===== src/rtl/spi_serdes.sv =====
// Bit-level SPI target engine: deserializes MOSI into bytes, serializes tx bytes onto MISO, all four modes.
// Optional frame_err output is compiled in with `define SPI_FRAME_ERR_EN.
module spi_serdes (
    input  logic       clk,
    input  logic       rst,
    input  logic       ena,
    input  logic [1:0] mode,
    input  logic       spi_cs_n,
    input  logic       spi_clk,
    input  logic       spi_mosi,
    output logic       spi_miso,
    input  logic [7:0] tx_data,
    output logic       tx_taken,
    output logic [7:0] rx_data,
    output logic       rx_valid,
    output logic       rx_first,
    output logic       frame_active
`ifdef SPI_FRAME_ERR_EN
    ,
    output logic       frame_err
`endif
);

    logic       cs_d;
    logic       clk_d;
    logic       cs_armed;
    logic [1:0] mode_q;
    logic [2:0] bit_cnt;
    logic       sampled;
    logic       first_flag;
    logic       reload_pending;
    logic [7:0] tx_shift;
    logic [7:0] rx_shift;

    logic rise;
    logic fall;
    logic cs_fall;
    logic cs_rise;
    logic leading;
    logic trailing;
    logic sample_edge;
    logic shift_edge;

    // Edge decode; cs_armed keeps a CS already low at reset release from opening a frame.
    always_comb begin
        rise        = spi_clk & ~clk_d;
        fall        = ~spi_clk & clk_d;
        cs_fall     = ~spi_cs_n & cs_d & cs_armed;
        cs_rise     = spi_cs_n & ~cs_d;
        leading     = mode_q[1] ? fall : rise;
        trailing    = mode_q[1] ? rise : fall;
        sample_edge = frame_active & (mode_q[0] ? trailing : leading);
        shift_edge  = frame_active & sampled & (mode_q[0] ? leading : trailing);
    end

    // Frame control, rx deserializer and tx serializer.
    always_ff @(posedge clk or posedge rst) begin
        if (rst) begin
            cs_d           <= 1'b1;
            clk_d          <= 1'b0;
            cs_armed       <= 1'b0;
            mode_q         <= 2'b00;
            bit_cnt        <= 3'd0;
            sampled        <= 1'b0;
            first_flag     <= 1'b0;
            reload_pending <= 1'b0;
            tx_shift       <= 8'h00;
            rx_shift       <= 8'h00;
            spi_miso       <= 1'b0;
            tx_taken       <= 1'b0;
            rx_data        <= 8'h00;
            rx_valid       <= 1'b0;
            rx_first       <= 1'b0;
            frame_active   <= 1'b0;
`ifdef SPI_FRAME_ERR_EN
            frame_err      <= 1'b0;
`endif
        end else begin
            tx_taken  <= 1'b0;
            rx_valid  <= 1'b0;
            rx_first  <= 1'b0;
`ifdef SPI_FRAME_ERR_EN
            frame_err <= 1'b0;
`endif
            if (ena) begin
                cs_d  <= spi_cs_n;
                clk_d <= spi_clk;
                if (spi_cs_n) begin
                    cs_armed <= 1'b1;
                end
                if (cs_rise) begin
                    frame_active   <= 1'b0;
                    bit_cnt        <= 3'd0;
                    spi_miso       <= 1'b0;
                    reload_pending <= 1'b0;
`ifdef SPI_FRAME_ERR_EN
                    frame_err      <= frame_active & (bit_cnt != 3'd0);
`endif
                end else if (cs_fall) begin
                    mode_q         <= mode;
                    frame_active   <= 1'b1;
                    bit_cnt        <= 3'd0;
                    sampled        <= 1'b0;
                    first_flag     <= 1'b1;
                    reload_pending <= 1'b0;
                    tx_shift       <= tx_data;
                    tx_taken       <= 1'b1;
                    spi_miso       <= tx_data[7];
                end else begin
                    if (sample_edge) begin
                        rx_shift <= {rx_shift[6:0], spi_mosi};
                        sampled  <= 1'b1;
                        bit_cnt  <= bit_cnt + 3'd1;
                        if (bit_cnt == 3'd7) begin
                            rx_data        <= {rx_shift[6:0], spi_mosi};
                            rx_valid       <= 1'b1;
                            rx_first       <= first_flag;
                            first_flag     <= 1'b0;
                            reload_pending <= 1'b1;
                        end
                    end
                    // A completed byte defers the next tx load to the following shift edge.
                    if (shift_edge) begin
                        if (reload_pending) begin
                            tx_shift       <= tx_data;
                            tx_taken       <= 1'b1;
                            spi_miso       <= tx_data[7];
                            reload_pending <= 1'b0;
                        end else begin
                            tx_shift <= {tx_shift[6:0], 1'b0};
                            spi_miso <= tx_shift[6];
                        end
                    end
                end
            end
        end
    end

endmodule


===== config.mk =====
export PLATFORM = sky130hd
export DESIGN_NAME = spi_serdes
export DESIGN_NICKNAME = d
export VERILOG_FILES = /design/src/rtl/spi_serdes.sv
export SDC_FILE = /design/constraint.sdc
export NUM_CORES = 1
export LEC_CHECK = 0
export ABC_AREA = 1
export CAP_MARGIN = 40
export CELL_PAD_IN_SITES_DETAIL_PLACEMENT = 1
export CELL_PAD_IN_SITES_GLOBAL_PLACEMENT = 1
export CORE_MARGIN = 4
export CORE_UTILIZATION = 42
export CTS_CLUSTER_DIAMETER = 30
export DETAILED_ROUTE_END_ITERATION = 8
export GPL_TIMING_DRIVEN = 0
export PLACE_DENSITY_LB_ADDON = 0.1
export SYNTH_ARGS = -nofsm -noshare
export SYNTH_HDL_FRONTEND = slang
export SYNTH_SLANG_ARGS = --single-unit

===== constraint.sdc =====
create_clock -name clk -period 2.87 [get_ports clk]
set_input_delay 0.574 -clock clk [delete_from_list [all_inputs] [get_ports clk]]
set_output_delay 0.574 -clock clk [all_outputs]
set_load 0.02 [all_outputs]

==> qor.yml <==
place_inst: 293
cts_resized: 0
skew_ps: 6.71
start_util_pct: 44.5
cts_made_buffers: 5
cts_tree: "built"
setup_violations: 0
first_iter_violations: 67
final.setup.worst_slack_ps: 979
yosys-top-cells-count: "80 x nand2_1, 37 x dfrtp_1, 33 x nand3_1, 14 x inv_1, 9 x nor2_1"
outcome: "complete, no violations"
rsz0062_at_grt: "no"
rows: 23
async_flop_share_pct: 100
synth_nets: 234
final.setup.tns_ps: 0
leakage_nw: 1.22
drc: 0
synth_area_um2: 1820
io_buffer_count: 27
slew_headroom_pct: 47.0
ant_nets: 0
grt_usage_pct: 18.9
worstPathMaxFanout: 4
ir_drop_v: 0.000257
hold_path_class: "register to register"
path_cells: "clkdlybuf4s50_1"
fin_cells: 301
io_pins: 29
yosys_warnings: 0
antenna_cells: 0
timing.hold.ws_ps: 476
power_mw: 1.32
power_density_nw_per_um2: 588
cts.sinks: 38
period_needed_ps: 1890
cp-start-kind: "register"
post-route-util_pct: 55.0
slew_violations: 0
synth.most_common_cell: "nand2_1"
grt_pass1_wl_um: 7800
cts_setup_buffers: 0
period_share_pct: 65.9
path_class: "register to primary output"
pre_cts_ws_ps: 832
max_freq_ghz: 0.529
synth_top_area_cell: "dfrtp_1"
synth-main-ff-cell: "dfrtp_1"
dp.final_hpwl_um: 3220
finalWirelength_um: 4380
fill_cells: 499
area_growth_pct: 23.5
clk_path_buf_depth: 2
synth_seq_cells: 38
drt-vias-per-instance: 5.17
grt_max_degree: 39
worst_ep_required_time_ps: 2300
tightest_slew_ps: 794
grt_pass1_vias: 1639
cp_num_buf_inv: 1
cts_hold_buf: 0
wl_per_cell_um: 14.5
place_area_um2: 2150
maxCapViolCount: 0
critPathTopFamily: "buffers and inverters"
design_area_um2: 2250
insertion_delay_ps: 290
critPathMaxStageDelay_ps: 630
synth_top_cell_area_share_pct: 50.9
synth_edf_count: 0
clkTransAtPathRegs_ps: 70
dr.pass1.iters: 4
drive_gt1_share_pct: 13.1
fp.dieH_um: 73.8
dieArea_um2: 5440
ys_top_cells_by_area: "dfrtp_1 51%, nand2_1 17%, nand3_1 9.1%"
antenna_found_initial: 0
cts.root.buffer_cell: "clkbuf_8"
gp_congestion: 0.719
synth_seq_area_share_pct: 52.4
hold_viol: 0
vias: 1557
nNetsFinal: 268
ys_types: 23
overflow: 0
core_um2: 4090
cp.arrival_ps: 1320
synth.avg_cell_area_um2: 8.42
crit_slowest_cell: "clkdlybuf4s50_1"
cts-htree-levels: 2
synthCells: 216
fp.dieW_um: 73.8
end_kind: "primary output"
==> placed cells by master (no fill, tap or decap) <==
master / n
nand3b_1: 1
clkbuf_8: 6
nand3_4: 1
inv_1: 13
dfrtp_1: 37
inv_2: 5
nand2_2: 4
o21ai_1: 2
ha_1: 2
nor2_8: 1
nand3_1: 33
dfstp_2: 1
nand4_1: 8
buf_6: 2
nand3_2: 4
clkinv_2: 1
buf_2: 2
nand2_1: 80
o21ai_0: 2
clkinvlp_4: 1
nor2_1: 9
clkbuf_2: 1
clkdlybuf4s50_1: 27
a21oi_1: 4
nor2_2: 1
nand2_4: 2
buf_4: 1
==> power breakdown <==
part / internal [mW] / leakage, nW / switching (mW)
Clock: 0.193 / 0.0472 / 0.194
Combinational: 0.105 / 0.678 / 0.155
Sequential: 0.615 / 0.499 / 0.0589
Total: 0.913 / 1.22 / 0.408
==> logic make-up after synthesis <==
logic type / synth area share [%]
buf+inv: 6.19
fa+ha+maj: 1.38
compound gates: 2.20
flops: 52.4
simple gates: 37.9
==> state kept, by name, summed over array words and instances, names as in the netlist <==
register / flops
mode_q: 2
first_flag: 1
clk_d: 1
spi_miso: 1
rx_data: 8
rx_shift: 7
tx_taken: 1
cs_armed: 1
rx_valid: 1
rx_first: 1
cs_d: 1
reload_pending: 1
tx_shift: 7
frame_active: 1
sampled: 1
bit_cnt: 3
==> routing by layer <==
layer | global-route usage [%] | share of wire, % | vias to the layer above
met2 | 32.1 | 50 | 32
met5 | 0 | 0 | -
met1 | 22.2 | 43 | 754
met3 | 4.38 | 3.7 | 11
li1 | - | - | 760
met4 | 9.05 | 2.9 | 0
==> path summary, 6_finish.rpt <==
kind,to,from,slack (ps),cells past startpoint
min reg2reg,tx_shift[1],tx_shift[1],480,2
max reg2reg,sampled,cs_d,1420,7
min,tx_shift[1],tx_shift[1],480,2
max,frame_active,frame_active,980,1
max in group asynchronous,clk_d,rst,1620,2
min in group asynchronous,rx_data[6],rst,750,2
==> area by class of cell <==
class | count | area, um^2 | area share (%)
buffer | 6 | 45.0 | 2.01
clock buffer | 6 | 82.6 | 3.68
clock inverter | 2 | 12.5 | 0.557
inverter | 18 | 67.6 | 3.01
multi-input combinational | 154 | 753 | 33.5
sequential | 38 | 952 | 42.4
tap | 50 | 62.6 | 2.79
timing repair buffer | 27 | 270 | 12.0
(Power assumes the default switching activity.)
